[src/rtl/sspi_burst.sv]
// Serial-to-Wishbone burst bridge. The host frames LSB-first commands on spi_clk/spi_mosi and the block issues Wishbone master cycles.
// Define SSPI_TIMEOUT_EN to force a stalled WB cycle to complete as an error after TIMEOUT cycles.
module sspi_burst #(
    parameter int ADDR_W  = 24,
    parameter int DATA_W  = 16,
    parameter int LEN_W   = 4,
    parameter int TIMEOUT = 255
) (
    input  logic                  i_clk,
    input  logic                  i_rst,
    input  logic                  spi_clk,
    input  logic                  spi_mosi,
    output logic                  spi_miso,
    output logic                  wb_cyc,
    output logic                  wb_stb,
    output logic [ADDR_W-1:0]     wb_adr,
    output logic [DATA_W-1:0]     wb_o_dat,
    input  logic [DATA_W-1:0]     wb_i_dat,
    output logic                  wb_we,
    output logic [DATA_W/8-1:0]   wb_sel,
    input  logic                  wb_ack,
    input  logic                  wb_err,
    output logic                  busy
);

    // state    | meaning
    // IDLE     | waiting for a start bit (mosi=0), miso=1
    // ADDR     | shifting in the start word address
    // LEN      | shifting in the burst length (words-1)
    // RW       | sampling the direction bit (1=write)
    // WR_DAT   | shifting in one write word
    // WB_REQ   | launching the Wishbone cycle
    // WAIT     | cycle in flight; miso=1 until done, then 0 marker
    // RD_DAT   | shifting the read word out on miso
    // STATUS   | one edge of error status, then next word or IDLE
    localparam logic [3:0] S_IDLE   = 4'd0;
    localparam logic [3:0] S_ADDR   = 4'd1;
    localparam logic [3:0] S_LEN    = 4'd2;
    localparam logic [3:0] S_RW     = 4'd3;
    localparam logic [3:0] S_WR_DAT = 4'd4;
    localparam logic [3:0] S_WB_REQ = 4'd5;
    localparam logic [3:0] S_WAIT   = 4'd6;
    localparam logic [3:0] S_RD_DAT = 4'd7;
    localparam logic [3:0] S_STATUS = 4'd8;

    localparam int MAX_W = (ADDR_W > DATA_W) ? ((ADDR_W > LEN_W) ? ADDR_W : LEN_W)
                                             : ((DATA_W > LEN_W) ? DATA_W : LEN_W);
    localparam int CNT_W = $clog2(MAX_W + 1);
    localparam logic [CNT_W-1:0] ADDR_LAST = CNT_W'(ADDR_W - 1);
    localparam logic [CNT_W-1:0] LEN_LAST  = CNT_W'(LEN_W - 1);
    localparam logic [CNT_W-1:0] DATA_LAST = CNT_W'(DATA_W - 1);

    if ((DATA_W % 8) != 0 || TIMEOUT < 1) begin : g_bad_param
        $error("sspi_burst: DATA_W must be a multiple of 8 and TIMEOUT at least 1");
    end

    logic [2:0]        sclk_q, sclk_d;
    logic [1:0]        mosi_q, mosi_d;
    logic [3:0]        state_q, state_d;
    logic [CNT_W-1:0]  bit_cnt_q, bit_cnt_d;
    logic [ADDR_W-1:0] addr_q, addr_d;
    logic [LEN_W-1:0]  len_q, len_d;
    logic [LEN_W-1:0]  word_cnt_q, word_cnt_d;
    logic              we_q, we_d;
    logic [DATA_W-1:0] shreg_q, shreg_d;
    logic              miso_q, miso_d;
    logic              cyc_q, cyc_d;
    logic [ADDR_W-1:0] wb_adr_q, wb_adr_d;
    logic [DATA_W-1:0] wb_dat_q, wb_dat_d;
    logic              wb_we_q, wb_we_d;
    logic              done_q, done_d;
    logic              err_q, err_d;
    logic              sample;
    logic              bit_in;

`ifdef SSPI_TIMEOUT_EN
    localparam int TMO_W = $clog2(TIMEOUT + 1);
    localparam logic [TMO_W-1:0] TMO_LOAD = TMO_W'(TIMEOUT);
    logic [TMO_W-1:0] tmo_q, tmo_d;

    always_ff @(posedge i_clk) begin
        if (i_rst) begin
            tmo_q <= '0;
        end else begin
            tmo_q <= tmo_d;
        end
    end
`endif

    // mosi is delayed to line up with the synchronised clock edge
    assign sample = sclk_q[1] & ~sclk_q[2];
    assign bit_in = mosi_q[1];

    always_comb begin
        sclk_d     = {sclk_q[1:0], spi_clk};
        mosi_d     = {mosi_q[0], spi_mosi};
        state_d    = state_q;
        bit_cnt_d  = bit_cnt_q;
        addr_d     = addr_q;
        len_d      = len_q;
        word_cnt_d = word_cnt_q;
        we_d       = we_q;
        shreg_d    = shreg_q;
        miso_d     = miso_q;
        cyc_d      = cyc_q;
        wb_adr_d   = wb_adr_q;
        wb_dat_d   = wb_dat_q;
        wb_we_d    = wb_we_q;
        done_d     = done_q;
        err_d      = err_q;
`ifdef SSPI_TIMEOUT_EN
        tmo_d      = tmo_q;
`endif
        case (state_q)
            S_IDLE: begin
                if (sample) begin
                    miso_d = 1'b1;
                    if (!bit_in) begin
                        state_d    = S_ADDR;
                        bit_cnt_d  = '0;
                        word_cnt_d = '0;
                    end
                end
            end
            S_ADDR: begin
                if (sample) begin
                    miso_d = 1'b1;
                    addr_d = (addr_q >> 1) | (ADDR_W'(bit_in) << (ADDR_W - 1));
                    if (bit_cnt_q == ADDR_LAST) begin
                        state_d   = S_LEN;
                        bit_cnt_d = '0;
                    end else begin
                        bit_cnt_d = bit_cnt_q + 1'b1;
                    end
                end
            end
            S_LEN: begin
                if (sample) begin
                    miso_d = 1'b1;
                    len_d  = (len_q >> 1) | (LEN_W'(bit_in) << (LEN_W - 1));
                    if (bit_cnt_q == LEN_LAST) begin
                        state_d   = S_RW;
                        bit_cnt_d = '0;
                    end else begin
                        bit_cnt_d = bit_cnt_q + 1'b1;
                    end
                end
            end
            S_RW: begin
                if (sample) begin
                    miso_d    = 1'b1;
                    we_d      = bit_in;
                    bit_cnt_d = '0;
                    state_d   = bit_in ? S_WR_DAT : S_WB_REQ;
                end
            end
            S_WR_DAT: begin
                if (sample) begin
                    miso_d  = 1'b1;
                    shreg_d = (shreg_q >> 1) | (DATA_W'(bit_in) << (DATA_W - 1));
                    if (bit_cnt_q == DATA_LAST) begin
                        state_d   = S_WB_REQ;
                        bit_cnt_d = '0;
                    end else begin
                        bit_cnt_d = bit_cnt_q + 1'b1;
                    end
                end
            end
            S_WB_REQ: begin
                cyc_d    = 1'b1;
                wb_adr_d = addr_q;
                wb_dat_d = shreg_q;
                wb_we_d  = we_q;
                done_d   = 1'b0;
                err_d    = 1'b0;
`ifdef SSPI_TIMEOUT_EN
                tmo_d    = TMO_LOAD;
`endif
                state_d  = S_WAIT;
                if (sample) begin
                    miso_d = 1'b1;
                end
            end
            S_WAIT: begin
                // err wins over ack when both arrive together
                if (cyc_q && (wb_ack || wb_err)) begin
                    cyc_d  = 1'b0;
                    done_d = 1'b1;
                    err_d  = wb_err;
                    if (!wb_we_q) begin
                        shreg_d = wb_i_dat;
                    end
                end
`ifdef SSPI_TIMEOUT_EN
                else if (cyc_q) begin
                    if (tmo_q == TMO_W'(1)) begin
                        cyc_d  = 1'b0;
                        done_d = 1'b1;
                        err_d  = 1'b1;
                    end else begin
                        tmo_d = tmo_q - 1'b1;
                    end
                end
`endif
                if (sample) begin
                    if (!done_q) begin
                        miso_d = 1'b1;
                    end else begin
                        miso_d    = 1'b0;
                        bit_cnt_d = '0;
                        state_d   = wb_we_q ? S_STATUS : S_RD_DAT;
                    end
                end
            end
            S_RD_DAT: begin
                if (sample) begin
                    miso_d  = shreg_q[0];
                    shreg_d = shreg_q >> 1;
                    if (bit_cnt_q == DATA_LAST) begin
                        state_d   = S_STATUS;
                        bit_cnt_d = '0;
                    end else begin
                        bit_cnt_d = bit_cnt_q + 1'b1;
                    end
                end
            end
            S_STATUS: begin
                if (sample) begin
                    miso_d = err_q;
                    if (err_q || (word_cnt_q == len_q)) begin
                        state_d = S_IDLE;
                    end else begin
                        addr_d     = addr_q + 1'b1;
                        word_cnt_d = word_cnt_q + 1'b1;
                        bit_cnt_d  = '0;
                        state_d    = we_q ? S_WR_DAT : S_WB_REQ;
                    end
                end
            end
            default: begin
                state_d = S_IDLE;
            end
        endcase
    end

    // synchroniser resets high so a host clock already low at release gives no edge
    always_ff @(posedge i_clk) begin
        if (i_rst) begin
            sclk_q     <= '1;
            mosi_q     <= '1;
            state_q    <= S_IDLE;
            bit_cnt_q  <= '0;
            addr_q     <= '0;
            len_q      <= '0;
            word_cnt_q <= '0;
            we_q       <= 1'b0;
            shreg_q    <= '0;
            miso_q     <= 1'b1;
            cyc_q      <= 1'b0;
            wb_adr_q   <= '0;
            wb_dat_q   <= '0;
            wb_we_q    <= 1'b0;
            done_q     <= 1'b0;
            err_q      <= 1'b0;
        end else begin
            sclk_q     <= sclk_d;
            mosi_q     <= mosi_d;
            state_q    <= state_d;
            bit_cnt_q  <= bit_cnt_d;
            addr_q     <= addr_d;
            len_q      <= len_d;
            word_cnt_q <= word_cnt_d;
            we_q       <= we_d;
            shreg_q    <= shreg_d;
            miso_q     <= miso_d;
            cyc_q      <= cyc_d;
            wb_adr_q   <= wb_adr_d;
            wb_dat_q   <= wb_dat_d;
            wb_we_q    <= wb_we_d;
            done_q     <= done_d;
            err_q      <= err_d;
        end
    end

    assign spi_miso = miso_q;
    assign wb_cyc   = cyc_q;
    assign wb_stb   = cyc_q;
    assign wb_adr   = wb_adr_q;
    assign wb_o_dat = wb_dat_q;
    assign wb_we    = wb_we_q;
    assign wb_sel   = '1;
    assign busy     = (state_q != S_IDLE);

endmodule

[config.mk]
export PLATFORM = sky130hd
export DESIGN_NAME = sspi_burst
export DESIGN_NICKNAME = d
export VERILOG_FILES = /design/src/rtl/sspi_burst.sv
export SDC_FILE = /design/constraint.sdc
export NUM_CORES = 1
export LEC_CHECK = 0
export ABC_AREA = 1
export CAP_MARGIN = 25
export CORE_ASPECT_RATIO = 1.75
export CORE_MARGIN = 2
export CORE_UTILIZATION = 42
export DETAILED_ROUTE_END_ITERATION = 12
export DONT_BUFFER_PORTS = 1
export HOLD_SLACK_MARGIN = 0.02
export PLACE_DENSITY = 0.66
export SLEW_MARGIN = 15
export SYNTH_ARGS = -nofsm -noshare
export SYNTH_HDL_FRONTEND = slang
export SYNTH_SLANG_ARGS = --single-unit
[constraint.sdc]
create_clock -name i_clk -period 1.9 [get_ports i_clk]
set_input_delay 0.285 -clock i_clk [delete_from_list [all_inputs] [get_ports i_clk]]
set_output_delay 0.285 -clock i_clk [all_outputs]
set_load 0.02 [all_outputs]
==> results of run 1 <==
-- report_power, final --
part	total (mW)	leakage, nW	switching [mW]	internal, mW
logic	0.0830	1.17	0.0575	0.0255
clock network	1.87	0.144	0.917	0.955
registers	2.27	0.872	0.00497	2.27
-- layer usage --
metal / global-route usage (%) / up-vias
met5: 0 / -
met1: 21.4 / 2315
met4: 10.9 / 0
met2: 38.3 / 93
met3: 2.78 / 38
li1: - / 2596
-- worst max-delay path by stage --
stage / startpoint / to / slack [ns]
3_3_place_gp: bit_cnt_q[0] / state_q[1] / 0.12
3_5_place_dp: bit_cnt_q[0] / state_q[2] / 0.07
4_1_cts: bit_cnt_q[0] / state_q[2] / 0.01
5_1_grt: bit_cnt_q[1] / state_q[1] / -0.004
6_report: state_q[0] / addr_q[22] / 0.16
2_1_floorplan: bit_cnt_q[0] / state_q[0] / 0.27
-- final cells by class --
| type | instances | share of cell area (%) |
|---|---|---|
| clock buffers | 10 | 3.99 |
| multi-input cells | 577 | 46.4 |
| inverters | 82 | 5.15 |
| well taps | 171 | 3.58 |
| clock inverters | 6 | 0.962 |
| flip-flops and latches | 108 | 36.2 |
| repair buffers | 21 | 3.74 |
-- layout by cell type (no fill, tap or decap), types with 5 or more instances in the layout --
master and n:
buf_12 5, buf_4 15, nor2_4 5, o21ai_0 91, nand2_1 178, a21oi_2 10, or2_2 6, nand3_1 53
nand4_1 8, clkbuf_16 9, inv_2 10, nor2_1 95, o21ai_1 17, xor2_1 5, dfxtp_1 106, a21oi_1 80
inv_1 72
-- through the flow --
stage	setup TNS, ns	utilization (%)	total power, mW	worst slack, ns
after floorplan	0	-	2.39	0.272
after global placement	0	44.1	2.39	0.116
after detailed placement	0	44.1	2.39	0.0662
after CTS	0	46.5	4.26	0.0102
after global routing	-0.00384	46.7	4.35	-0.00384
final	0	46.7	4.23	0.164
-- what timing repair did --
| item | CTS | global route |
|---|---|---|
| hold buffers | 1 | 0 |
| gates resized for setup | 0 | 7 |
| setup endpoints to repair | 0 | 9 |
| setup buffers | 0 | 0 |
| hold endpoints to repair | 26 | 0 |
-- sequential cells by signal, indices dropped and copies added (netlist names) --
register,flops
mosi_q,2
len_q,4
wb_cyc,1
addr_q,24
wb_o_dat,16
bit_cnt_q,5
word_cnt_q,4
state_q,4
sclk_q,3
err_q,1
wb_we,1
wb_adr,24
spi_miso,1
shreg_q,16
done_q,1
we_q,1
-- kinds of logic after synthesis --
logic type	after synthesis
AOI/OAI and AO/OA	207
and+or+nand+nor	357
DFF	108
other	1
adders and majority gates	5
xor gates and xnor gates	6
buffers and inverters	123
-- worst reg2reg max path, cell delays in order, from the launching register on --
cell and delay [ns]:
dfxtp_1 0.39, nor2_4 0.22, nand2_4 0.11, nor2_8 0.22
o21ai_4 0.10, inv_2 0.06, nand2_1 0.08, buf_4 0.19
nor2_1 0.13, nand2_1 0.07, a21oi_1 0.11
==> results.toml, run 1 <==
[run_status]
status = "complete, no violations"

[timing]
setup_viol = 0
maxSlewViolCount = 0
period_needed_ns = 1.74
holdWs_ns = 0.0258
fin_worst_skew_ns = 0.00928
hold_viol_final = 0
timing.final.crit_share_pct = 91.4
fmax_mhz = 576

[synth]
synth.area.mux_share_pct = 0
synth_edf_count = 0
synth-xor-area-share_pct = 0.965
synth-async-reset-ratio_pct = 0
ys_seq_area_share_pct = 39.7
synthCells = 807
ys_ff_latch = 108
synthSimpleGateAreaFrac_pct = 27.8
yosysMostFrequentCell = "nand2_1"
synth_cell_type_count = 36
synth_top_family_by_area = "simple AND/OR/NAND/NOR gates"
synth_compound_area_share_pct = 20.4
syn_area_sq_um = 5450
synth_top_area_cell = "dfxtp_1"
synth_ff_type = "dfxtp_1"
ys_warn_count = 0
synth_top_area_share_pct = 39.7
synth_area_leaders = "dfxtp_1, nand2_1, o21ai_0, a21oi_1, nor2_1"
ys_top_cells_by_count = "nand2_1, dfxtp_1, nor2_1"
syn_avg_cell_area_sq_um = 6.75
synthAdderAreaFrac_pct = 1.15

[placed_design]
gp_congestion = 0.927
postPlaceCellArea_sq_um = 5640
dp_hpwl_microns = 10000
port_buffers = 0
dp_cells = 958

[global_route]
grt_use_total_pct = 20.2
overflow = 0
grt_start_max_net_pins = 79
grt_pass1_vias = 4830
grt_pass1_wl_microns = 23000
antenna_found_initial = 0

[route]
drc_errors = 0
viasPerCell = 5.17
route.met2.wl_microns = 7490
wl_met1_microns = 5580
drt_wl_total_microns = 14100
detail-route-antenna-nets = 0
dr.pass1.iters = 4
num_vias = 5042
top_layer = "met4"
drt_iter0_drc = 292
wl_per_cell_microns = 14.4
wl_met3_microns = 442

[min_path]
min_path_cells = 2
min_path_type = "input pin to flip-flop"
hold_path_end = "spi_miso"
min-delay-start = "i_rst"

[finish]
finalInstanceArea_sq_um = 5980
syn_to_final_growth_pct = 9.86
multi_input_area_sq_um = 2780
drive_gt1_share_pct = 10.3
insertedDiodeCount = 0
finalNetCount = 826
finalNonFillerCells = 975
n_fill_cell = 1360
ff_latch_area_sq_um = 2160

[job]
cap_violations = 0

[power]
powerDensity_nw_per_um2 = 707
ir_drop_mv = 0.584
leakage_nw = 2.19

[worst_setup_path]
setup.worst_path.class = "flip-flop to flip-flop"
crit_cells = 10
cp_slowest_stage_delay_ns = 0.39
crit_path_start_kind = "flip-flop"
path_buf_inv = 2
worstPathCellList = "nor2_4 > nand2_4 > nor2_8 > o21ai_4 > inv_2 > nand2_1 > buf_4 > nor2_1 > nand2_1 > a21oi_1"
cp_data_arrival_time_ns = 2.02
critical_path.top_delay_family = "simple AND/OR/NAND/NOR gates"
path_common_cell = "nand2_1"
end_kind = "flip-flop"
crit_slowest_cell = "dfxtp_1"
r2r-end = "addr_q[22]"
reg2reg_depth = 10
worstPathRequired_ns = 2.18
regToRegSetupSlack_ns = 0.16
critPathMaxFanout = 13
r2r-start = "state_q[0]"

[die]
initial_utilization_pct = 42.5
dieArea_sq_um = 13900
die_w_microns = 90.1
dieHeight_microns = 155
core_area_sq_um = 12800
placementRows = 55
io_pins = 69

[cts]
clock_sinks = 108
cts_tree = "built"
numCtsBuffers = 9
root_buffer = "clkbuf_16"
htree_levels = 3
clk_path_buf_depth = 2
clkLatencyLatePin_ns = 0.35
path_clk_slew_ns = 0.08
Power figures use the tool's default switching activity.
==> inputs of run 2 (changes only) <==
ABC_CLOCK_PERIOD_IN_PS = 1900   (was default)
==> results of run 2 <==
Final layout, timing and power as in run 1 (identical DEF).
